==> src/rtl/mem_port_arbiter_if.sv <==
// Requester (IF / DM) and memory-side signals of the unified-memory arbiter.
// slave = arbiter side, master = pipeline/memory side.
interface mem_port_arbiter_if #(
    parameter int ADDR_W = 10,
    parameter int DATA_W = 32
);
    logic              if_req;
    logic [ADDR_W-1:0] if_addr;
    logic              if_gnt;
    logic              if_valid;
    logic [DATA_W-1:0] if_rdata;
    logic              dm_req;
    logic              dm_we;
    logic [31:0]       dm_addr;
    logic [DATA_W-1:0] dm_wdata;
    logic              dm_gnt;
    logic              dm_valid;
    logic [DATA_W-1:0] dm_rdata;
    logic              dm_err;
    logic              mem_en;
    logic              mem_we;
    logic [ADDR_W-1:0] mem_addr;
    logic [DATA_W-1:0] mem_wdata;
    logic [DATA_W-1:0] mem_rdata;
    logic              busy;

    modport slave (
        input  if_req, if_addr, dm_req, dm_we, dm_addr, dm_wdata, mem_rdata,
        output if_gnt, if_valid, if_rdata, dm_gnt, dm_valid, dm_rdata, dm_err,
               mem_en, mem_we, mem_addr, mem_wdata, busy
    );

    modport master (
        output if_req, if_addr, dm_req, dm_we, dm_addr, dm_wdata, mem_rdata,
        input  if_gnt, if_valid, if_rdata, dm_gnt, dm_valid, dm_rdata, dm_err,
               mem_en, mem_we, mem_addr, mem_wdata, busy
    );
endinterface

==> src/rtl/mem_port_arbiter.sv <==
// Single-port memory arbiter: DM has priority, IF is forced through after STARVE_MAX DM wins.
// Optional statistics counters are enabled by defining ARB_STATS_EN.
module mem_port_arbiter #(
    parameter int ADDR_W     = 10,
    parameter int DATA_W     = 32,
    parameter int MEM_LAT    = 1,
    parameter int STARVE_MAX = 4
) (
    input  logic                 clk,
    input  logic                 rst,
    mem_port_arbiter_if.slave    bus
`ifdef ARB_STATS_EN
    ,
    output logic [15:0]          conflict_cnt,
    output logic [7:0]           starve_hits
`endif
);
    localparam int LAT_W = $clog2(MEM_LAT + 1);
    localparam int SW    = $clog2(STARVE_MAX + 1);

    typedef enum logic [1:0] {
        S_IDLE = 2'd0,
        S_WAIT = 2'd1,
        S_RESP = 2'd2
    } state_t;

    state_t             r_state;
    logic [LAT_W-1:0]   r_lat;
    logic [SW-1:0]      r_starve;
    logic               r_owner_dm;
    logic               r_we_op;
    logic               r_err;
    logic               r_if_gnt;
    logic               r_if_valid;
    logic [DATA_W-1:0]  r_if_rdata;
    logic               r_dm_gnt;
    logic               r_dm_valid;
    logic [DATA_W-1:0]  r_dm_rdata;
    logic               r_dm_err;
    logic               r_mem_en;
    logic               r_mem_we;
    logic [ADDR_W-1:0]  r_mem_addr;
    logic [DATA_W-1:0]  r_mem_wdata;
    logic               r_busy;

    logic w_force_if;
    logic w_dm_win;
    logic w_if_win;
    logic w_dm_oob;

    assign w_force_if = bus.if_req && (r_starve == SW'(STARVE_MAX));
    assign w_dm_win   = bus.dm_req && !w_force_if;
    assign w_if_win   = bus.if_req && !w_dm_win;
    assign w_dm_oob   = |bus.dm_addr[31:ADDR_W];

    assign bus.if_gnt    = r_if_gnt;
    assign bus.if_valid  = r_if_valid;
    assign bus.if_rdata  = r_if_rdata;
    assign bus.dm_gnt    = r_dm_gnt;
    assign bus.dm_valid  = r_dm_valid;
    assign bus.dm_rdata  = r_dm_rdata;
    assign bus.dm_err    = r_dm_err;
    assign bus.mem_en    = r_mem_en;
    assign bus.mem_we    = r_mem_we;
    assign bus.mem_addr  = r_mem_addr;
    assign bus.mem_wdata = r_mem_wdata;
    assign bus.busy      = r_busy;

`ifdef ARB_STATS_EN
    logic [15:0] r_conflict_cnt;
    logic [7:0]  r_starve_hits;

    assign conflict_cnt = r_conflict_cnt;
    assign starve_hits  = r_starve_hits;

    // Conflict and forced-IF statistics, sampled on IDLE edges only
    always_ff @(posedge clk or posedge rst) begin
        if (rst) begin
            r_conflict_cnt <= 16'd0;
            r_starve_hits  <= 8'd0;
        end else if (r_state == S_IDLE) begin
            if (bus.if_req && bus.dm_req && (r_conflict_cnt != 16'hFFFF)) begin
                r_conflict_cnt <= r_conflict_cnt + 16'd1;
            end
            if (w_force_if && bus.dm_req && (r_starve_hits != 8'hFF)) begin
                r_starve_hits <= r_starve_hits + 8'd1;
            end
        end
    end
`endif

    // Arbitration FSM with registered grant, memory and response outputs
    always_ff @(posedge clk or posedge rst) begin
        if (rst) begin
            r_state     <= S_IDLE;
            r_lat       <= LAT_W'(0);
            r_starve    <= SW'(0);
            r_owner_dm  <= 1'b0;
            r_we_op     <= 1'b0;
            r_err       <= 1'b0;
            r_if_gnt    <= 1'b0;
            r_if_valid  <= 1'b0;
            r_if_rdata  <= {DATA_W{1'b0}};
            r_dm_gnt    <= 1'b0;
            r_dm_valid  <= 1'b0;
            r_dm_rdata  <= {DATA_W{1'b0}};
            r_dm_err    <= 1'b0;
            r_mem_en    <= 1'b0;
            r_mem_we    <= 1'b0;
            r_mem_addr  <= {ADDR_W{1'b0}};
            r_mem_wdata <= {DATA_W{1'b0}};
            r_busy      <= 1'b0;
        end else begin
            r_if_gnt <= 1'b0;
            r_dm_gnt <= 1'b0;
            r_mem_en <= 1'b0;
            r_mem_we <= 1'b0;
            case (r_state)
                S_IDLE: begin
                    if (w_dm_win) begin
                        r_dm_gnt    <= 1'b1;
                        r_owner_dm  <= 1'b1;
                        r_we_op     <= bus.dm_we;
                        r_err       <= w_dm_oob;
                        r_mem_en    <= !w_dm_oob;
                        r_mem_we    <= bus.dm_we && !w_dm_oob;
                        r_mem_addr  <= bus.dm_addr[ADDR_W-1:0];
                        r_mem_wdata <= bus.dm_wdata;
                        r_lat       <= LAT_W'(MEM_LAT);
                        r_busy      <= 1'b1;
                        r_state     <= S_WAIT;
                    end else if (w_if_win) begin
                        r_if_gnt    <= 1'b1;
                        r_owner_dm  <= 1'b0;
                        r_we_op     <= 1'b0;
                        r_err       <= 1'b0;
                        r_mem_en    <= 1'b1;
                        r_mem_addr  <= bus.if_addr;
                        r_lat       <= LAT_W'(MEM_LAT);
                        r_busy      <= 1'b1;
                        r_state     <= S_WAIT;
                    end else begin
                        r_state     <= S_IDLE;
                    end
                    if (!bus.if_req || !w_dm_win) begin
                        r_starve <= SW'(0);
                    end else if (r_starve != SW'(STARVE_MAX)) begin
                        r_starve <= r_starve + SW'(1);
                    end else begin
                        r_starve <= r_starve;
                    end
                end
                S_WAIT: begin
                    // mem_en is itself registered, so read data is due one edge after the count expires
                    if (r_lat == LAT_W'(0)) begin
                        r_state <= S_RESP;
                        if (r_owner_dm) begin
                            r_dm_valid <= 1'b1;
                            r_dm_err   <= r_err;
                            if (r_err) begin
                                r_dm_rdata <= {DATA_W{1'b0}};
                            end else if (!r_we_op) begin
                                r_dm_rdata <= bus.mem_rdata;
                            end else begin
                                r_dm_rdata <= r_dm_rdata;
                            end
                        end else begin
                            r_if_valid <= 1'b1;
                            r_if_rdata <= bus.mem_rdata;
                        end
                    end else begin
                        r_lat <= r_lat - LAT_W'(1);
                    end
                end
                S_RESP: begin
                    r_if_valid <= 1'b0;
                    r_dm_valid <= 1'b0;
                    r_dm_err   <= 1'b0;
                    r_busy     <= 1'b0;
                    r_state    <= S_IDLE;
                end
                default: begin
                    r_if_valid <= 1'b0;
                    r_dm_valid <= 1'b0;
                    r_dm_err   <= 1'b0;
                    r_busy     <= 1'b0;
                    r_state    <= S_IDLE;
                end
            endcase
        end
    end
endmodule
==> src/flat_wrapper.sv <==
// flat-port wrapper written by rule: the top's interface ports become plain ports
module mem_port_arbiter_flat 
#(
    parameter int ADDR_W     = 10,
    parameter int DATA_W     = 32,
    parameter int MEM_LAT    = 1,
    parameter int STARVE_MAX = 4
)
  (clk, rst, bus_if_req, bus_if_addr, bus_dm_req, bus_dm_we, bus_dm_addr, bus_dm_wdata, bus_mem_rdata, bus_if_gnt, bus_if_valid, bus_if_rdata, bus_dm_gnt, bus_dm_valid, bus_dm_rdata, bus_dm_err, bus_mem_en, bus_mem_we, bus_mem_addr, bus_mem_wdata, bus_busy);
  mem_port_arbiter_if #(.ADDR_W(ADDR_W), .DATA_W(DATA_W)) bus_i ();
  input  logic clk;
  input  logic rst;
  input wire logic [$bits(bus_i.if_req)-1:0] bus_if_req;
  input wire logic [$bits(bus_i.if_addr)-1:0] bus_if_addr;
  input wire logic [$bits(bus_i.dm_req)-1:0] bus_dm_req;
  input wire logic [$bits(bus_i.dm_we)-1:0] bus_dm_we;
  input wire logic [$bits(bus_i.dm_addr)-1:0] bus_dm_addr;
  input wire logic [$bits(bus_i.dm_wdata)-1:0] bus_dm_wdata;
  input wire logic [$bits(bus_i.mem_rdata)-1:0] bus_mem_rdata;
  output wire logic [$bits(bus_i.if_gnt)-1:0] bus_if_gnt;
  output wire logic [$bits(bus_i.if_valid)-1:0] bus_if_valid;
  output wire logic [$bits(bus_i.if_rdata)-1:0] bus_if_rdata;
  output wire logic [$bits(bus_i.dm_gnt)-1:0] bus_dm_gnt;
  output wire logic [$bits(bus_i.dm_valid)-1:0] bus_dm_valid;
  output wire logic [$bits(bus_i.dm_rdata)-1:0] bus_dm_rdata;
  output wire logic [$bits(bus_i.dm_err)-1:0] bus_dm_err;
  output wire logic [$bits(bus_i.mem_en)-1:0] bus_mem_en;
  output wire logic [$bits(bus_i.mem_we)-1:0] bus_mem_we;
  output wire logic [$bits(bus_i.mem_addr)-1:0] bus_mem_addr;
  output wire logic [$bits(bus_i.mem_wdata)-1:0] bus_mem_wdata;
  output wire logic [$bits(bus_i.busy)-1:0] bus_busy;
  assign bus_i.if_req = bus_if_req;
  assign bus_i.if_addr = bus_if_addr;
  assign bus_i.dm_req = bus_dm_req;
  assign bus_i.dm_we = bus_dm_we;
  assign bus_i.dm_addr = bus_dm_addr;
  assign bus_i.dm_wdata = bus_dm_wdata;
  assign bus_i.mem_rdata = bus_mem_rdata;
  assign bus_if_gnt = bus_i.if_gnt;
  assign bus_if_valid = bus_i.if_valid;
  assign bus_if_rdata = bus_i.if_rdata;
  assign bus_dm_gnt = bus_i.dm_gnt;
  assign bus_dm_valid = bus_i.dm_valid;
  assign bus_dm_rdata = bus_i.dm_rdata;
  assign bus_dm_err = bus_i.dm_err;
  assign bus_mem_en = bus_i.mem_en;
  assign bus_mem_we = bus_i.mem_we;
  assign bus_mem_addr = bus_i.mem_addr;
  assign bus_mem_wdata = bus_i.mem_wdata;
  assign bus_busy = bus_i.busy;
  mem_port_arbiter #(.ADDR_W(ADDR_W), .DATA_W(DATA_W), .MEM_LAT(MEM_LAT), .STARVE_MAX(STARVE_MAX)) u_core (.clk(clk), .rst(rst), .bus(bus_i));
endmodule
==> config.mk <==
export PLATFORM = sky130hd
export DESIGN_NAME = mem_port_arbiter_flat
export DESIGN_NICKNAME = d
export VERILOG_FILES = /design/src/rtl/mem_port_arbiter_if.sv /design/src/rtl/mem_port_arbiter.sv /design/src/flat_wrapper.sv
export SDC_FILE = /design/constraint.sdc
export NUM_CORES = 1
export LEC_CHECK = 0
export CORE_MARGIN = 5
export CORE_UTILIZATION = 41
export CTS_CLUSTER_DIAMETER = 40
export DETAILED_ROUTE_END_ITERATION = 8
export PLACE_DENSITY = 0.9
export SLEW_MARGIN = 20
export SYNTH_ARGS = -nofsm -noshare
export SYNTH_HDL_FRONTEND = slang
export SYNTH_SLANG_ARGS = --single-unit
==> constraint.sdc <==
create_clock -name clk -period 5.3 [get_ports clk]
set_input_delay 0.795 -clock clk [delete_from_list [all_inputs] [get_ports clk]]
set_output_delay 0.795 -clock clk [all_outputs]
set_load 0.02 [all_outputs]
# Word-level counts from Yosys, hierarchy flattened
# Index checks and enable logic that the tools add are counted.
# Widths: inputs -> output; s select.
# classes
n_eq_ne,8
bitwise_logic,4
mux,37
n_reduce_logical,23
add_sub_neg,2
# op_table
cell,count
$mux 32,2
$mux 1,23
$reduce_or 22->1,1
$mux 10,2
$pmux 1 s2,5
$reduce_and 2->1,5
$reduce_and 3->1,3
$mux 3,2
$ne 2x2->1 const B,3
$reduce_bool 2->1,3
$logic_and 1x1->1,4
$logic_not 1->1,4
$mux 2,2
$not 1->1,4
$pmux 2 s2,1
$reduce_and 4->1,1
$add 3x1->3 const B,1
$eq 3x3->1 const B,1
$ne 3x1->1 const B,1
$ne 3x3->1 const B,1
$eq 2x1->1 const B,1
$logic_not 2->1,1
$ne 2x1->1 const B,1
$logic_or 1x1->1,1
$sub 1x1->1 const B,1
# totals
output_inout_bits,114
word_cells,92
register_bits,123
input_bits,111

# Depth between registers and ports, before layout
# logic_depth
ltp_word,9
ltp_mapped,8
depth_no_buf,7

# Least setup slack after synthesis
# No wires, ideal clock.
# synth_timing
kind,input to register
from,input bus_if_req
to,register u_core.r_mem_wdata[10] (netlist: u_core.bus.mem_wdata[10])
path_slack_ns,3.420
required_ns,5.175
t_arrival_ns,1.755
path_stages,6
path_buffers,1
setup_ns,0.125
path_cell_list,nand3_1 > and2_1 > nand2_1 > inv_2 > buf_4 > mux2_2
# synth_between
elab_chain_len,4
# synth_lines
element,line_no,text
start: declaration,flat_wrapper.sv:13,input wire logic [$bits(bus_i.if_req)-1:0] bus_if_req;
$logic_and 1x1->1,mem_port_arbiter.sv:51,assign w_force_if = bus.if_req && (r_starve == SW'(STARVE_MAX));
$logic_not 1->1,mem_port_arbiter.sv:52,assign w_dm_win = bus.dm_req && !w_force_if;
$logic_and 1x1->1,mem_port_arbiter.sv:52,
$reduce_and 2->1 (no source line),-,
end signal: assignment,mem_port_arbiter.sv:111,r_mem_wdata <= {DATA_W{1'b0}};
end signal: assignment,mem_port_arbiter.sv:128,r_mem_wdata <= bus.dm_wdata;
end: declaration,mem_port_arbiter.sv:43,logic [DATA_W-1:0] r_mem_wdata;
# Every way passes these cells.
# A chain may end at the register's enable or synchronous reset.

# Worst setup path in the final report
# layout_timing
from,input bus_if_req
to,register u_core.r_mem_wdata[22] (netlist: u_core.bus.mem_wdata[22])
# Same word-level chain as after synthesis.

==> results.toml <==
[power_and_ir_drop]
p_total_mw = 5.12
power.leakage_nw = 3.28
powerDensity_nw_per_um2 = 668
ir_drop_mv = 0.414

[yosys]
synthArstFlopShare_pct = 100
synth_cells = 322
synth_edf_count = 0
synth_ff_type = "dfrtp_1"
synth.distinct_cells = 33
syn-num-nets = 435
syn_area_sq_um = 4700
syn_avg_cell_area_sq_um = 14.6
yosysWarnings = 0
ys_ff_latch = 123
seq_area_frac_synth_pct = 65.5

[clocking]
hold_buffers = 0
clk_path_buf_depth = 2
cts_tree = "yes"
cts_buffers = 17
cts_max_level = 4
postCtsSetupBuffers = 0
cts_root_buf = "clkbuf_16"
clkTransAtPathRegs_ps = 60
ctsResizeCount = 0
clock_insertion_delay_worst_skew_ps = 400
cts.sinks = 123

[sta]
rsz0062_at_grt = "false"
worst_slew_pin_slew_ps = 741
finalCritPeriodShare_pct = 44.6
fin_skew_ps = 6.99
setup_viol = 0
tns_ps = 0
max_freq_mhz = 423
slew_viol_final = 0
setup_ws_ps = 2940
slew_headroom_pct = 50.6
period_needed_ps = 2360
hold_viol_final = 0

[global_routing]
use_met1_pct = 20.7
grt_use_total_pct = 18.8
grt_max_degree = 83
grt_pass1_wl_mm = 19.6
grt_pass1_vias = 3715
use_met2_pct = 33.2
top_usage_layer = "met2"
grt_util_met3_pct = 7.25
grt_antenna_before_repair = 0
overflow = 0

[placed_design]
dp.cells = 678
place.gp.congestion = 0.828
place_ws_ps = 2520
dp_hpwl_mm = 9.88
port_buffers = 224

[floorplan]
dieArea_sq_um = 13700
coreArea_sq_um = 11300
die_x_microns = 117
initial_utilization_pct = 41.5
die_h_microns = 117
rows = 39
io-pin-count = 225

[drt]
drc = 0
antenna_left = 0
dr.first_iter.drc_count = 278
vias = 3555
wl_mm = 13.0
firstDrtPassIters = 4
routedWlPerCell_microns = 18.4
vias_per_cell = 5.01

[worst_setup_path]
required_ps = 5590
r2r_setup_slack_ps = 3090
max_stage_delay_ps = 510
end_kind = "flip-flop"
crit_buf_inv = 2
crit_path_cell_trace = "clkdlybuf4s50_1 -> nand3_1 -> and2_1 -> nand2_1 -> inv_2 -> mux2_2"
crit_arrival_ps = 2650
crit_type = "primary input to flip-flop"
critPathMaxFanout = 35
crit_slowest_cell = "inv_2"
crit_family = "buffers and inverters"
cp-start-kind = "primary input"

[min_path]
hp-class = "flip-flop to flip-flop"

[outcome]
status = "completed"

[layout]
nNetsFinal = 667
area_growth_pct = 63.2
finalNonFillerCells = 710
drive_gt1_share_pct = 18.5
diodes = 0

[job]
drv_cap = 0
-- through the flow --
step | hold slack, ps | utilization (%) | cell area [sq um]
after detailed placement | 479 | 62.4 | 7060
after global placement | 461 | 62.4 | 7060
after global routing | 510 | 67.8 | 7670
after CTS | 492 | 67.7 | 7670
after floorplan | 464 | - | 4700
final | 485 | 67.8 | 7670
-- layer usage --
layer  wire length, microns  vias to the layer above
met4                    161                        0
met3                   1240                       14
met5                      0                        -
met1                   4860                     1738
li1                       -                     1637
met2                   6770                      166
-- worst register-to-register path: cells and delay by family, from the launching register on --
family,cells,cell delay (ps)
buffers and inverters,1,400
multiplexers,1,380
AND/OR/NAND/NOR,2,840
flip-flops,1,470
-- final timing paths --
check | start | endpoint | cells past startpoint
hold reg to reg | u_core.bus.mem_addr[0] | u_core.bus.mem_addr[0] | 2
hold / removal | u_core.bus.mem_addr[0] | u_core.bus.mem_addr[0] | 2
max in group asynchronous | rst | u_core.bus.if_rdata[29] | 3
setup reg to reg | u_core.r_state[1] | u_core.bus.if_rdata[0] | 4
min in group asynchronous | rst | u_core.bus.if_gnt | 2
setup / recovery | bus_if_req | u_core.bus.mem_wdata[22] | 6
-- Yosys cell counts (2+ instances only) --
cell type	instances	area share, %
a21oi_1	2	0.21
a22o_1	33	6.1
and2_1	2	0.27
buf_2	2	0.21
buf_4	6	0.96
buf_6	3	0.72
clkbuf_1	5	0.40
dfrtp_1	123	65
ha_1	2	0.53
inv_1	7	0.56
mux2_2	63	15
mux2i_1	11	2.3
nand2_1	19	1.5
nand3_1	5	0.53
nor2_1	3	0.24
nor4_1	5	0.67
o21ai_0	15	1.6
-- cell usage in the layout, fill, tap and decap left out, types with 2 or more instances in the layout --
cell             netlist  layout
a21oi_1                2       2
a22o_1                33      33
and2_1                 2       2
buf_4                  6       5
bufinv_16              0       3
clkbuf_16              0      17
clkdlybuf4s50_1        0     224
clkinv_2               0       3
clkinv_4               0       3
dfrtp_1              123     123
ha_1                   2       2
inv_1                  7       6
inv_6                  0       4
mux2_2                63      63
mux2i_1               11      11
nand2_1               19      19
nand3_1                5       5
nor2_1                 3       3
nor4_1                 5       5
o21ai_0               15      15
-- flip-flops by register name (all words and copies together) (netlist names), 2 cells and up --
name / cells
u_core.bus.dm_rdata: 32
u_core.bus.if_rdata: 32
u_core.bus.mem_wdata: 32
u_core.bus.mem_addr: 10
u_core.r_starve: 3
u_core.r_state: 2
-- cell families (layout without fill, tap and decap cells) --
group / Yosys count / count (layout) / share of synthesized area [%]
flops: 123 / 123 / 65.5
buf+inv: 24 / 269 / 2.93
simple gates: 43 / 43 / 4.68
fa+ha+maj: 2 / 2 / 0.532
mux: 75 / 75 / 17.7
compound gates: 55 / 55 / 8.73
-- power by group --
part / switching [mW] / internal, mW / total (mW)
Sequential: 0.265 / 1.39 / 1.66
Clock: 0.422 / 0.756 / 1.18
Combinational: 1.09 / 1.20 / 2.29
Total: 1.78 / 3.34 / 5.12
-- final cells by class --
type | instances | area (sq um)
fill | 768 | 3650
sequential | 123 | 3080
timing repair buffer | 229 | 2280
multi-input combinational | 175 | 1490
clock buffer | 19 | 443
tap | 143 | 179
clock inverter | 13 | 165
inverter | 8 | 35.0
No activity file was read; power rests on OpenSTA's default activity.
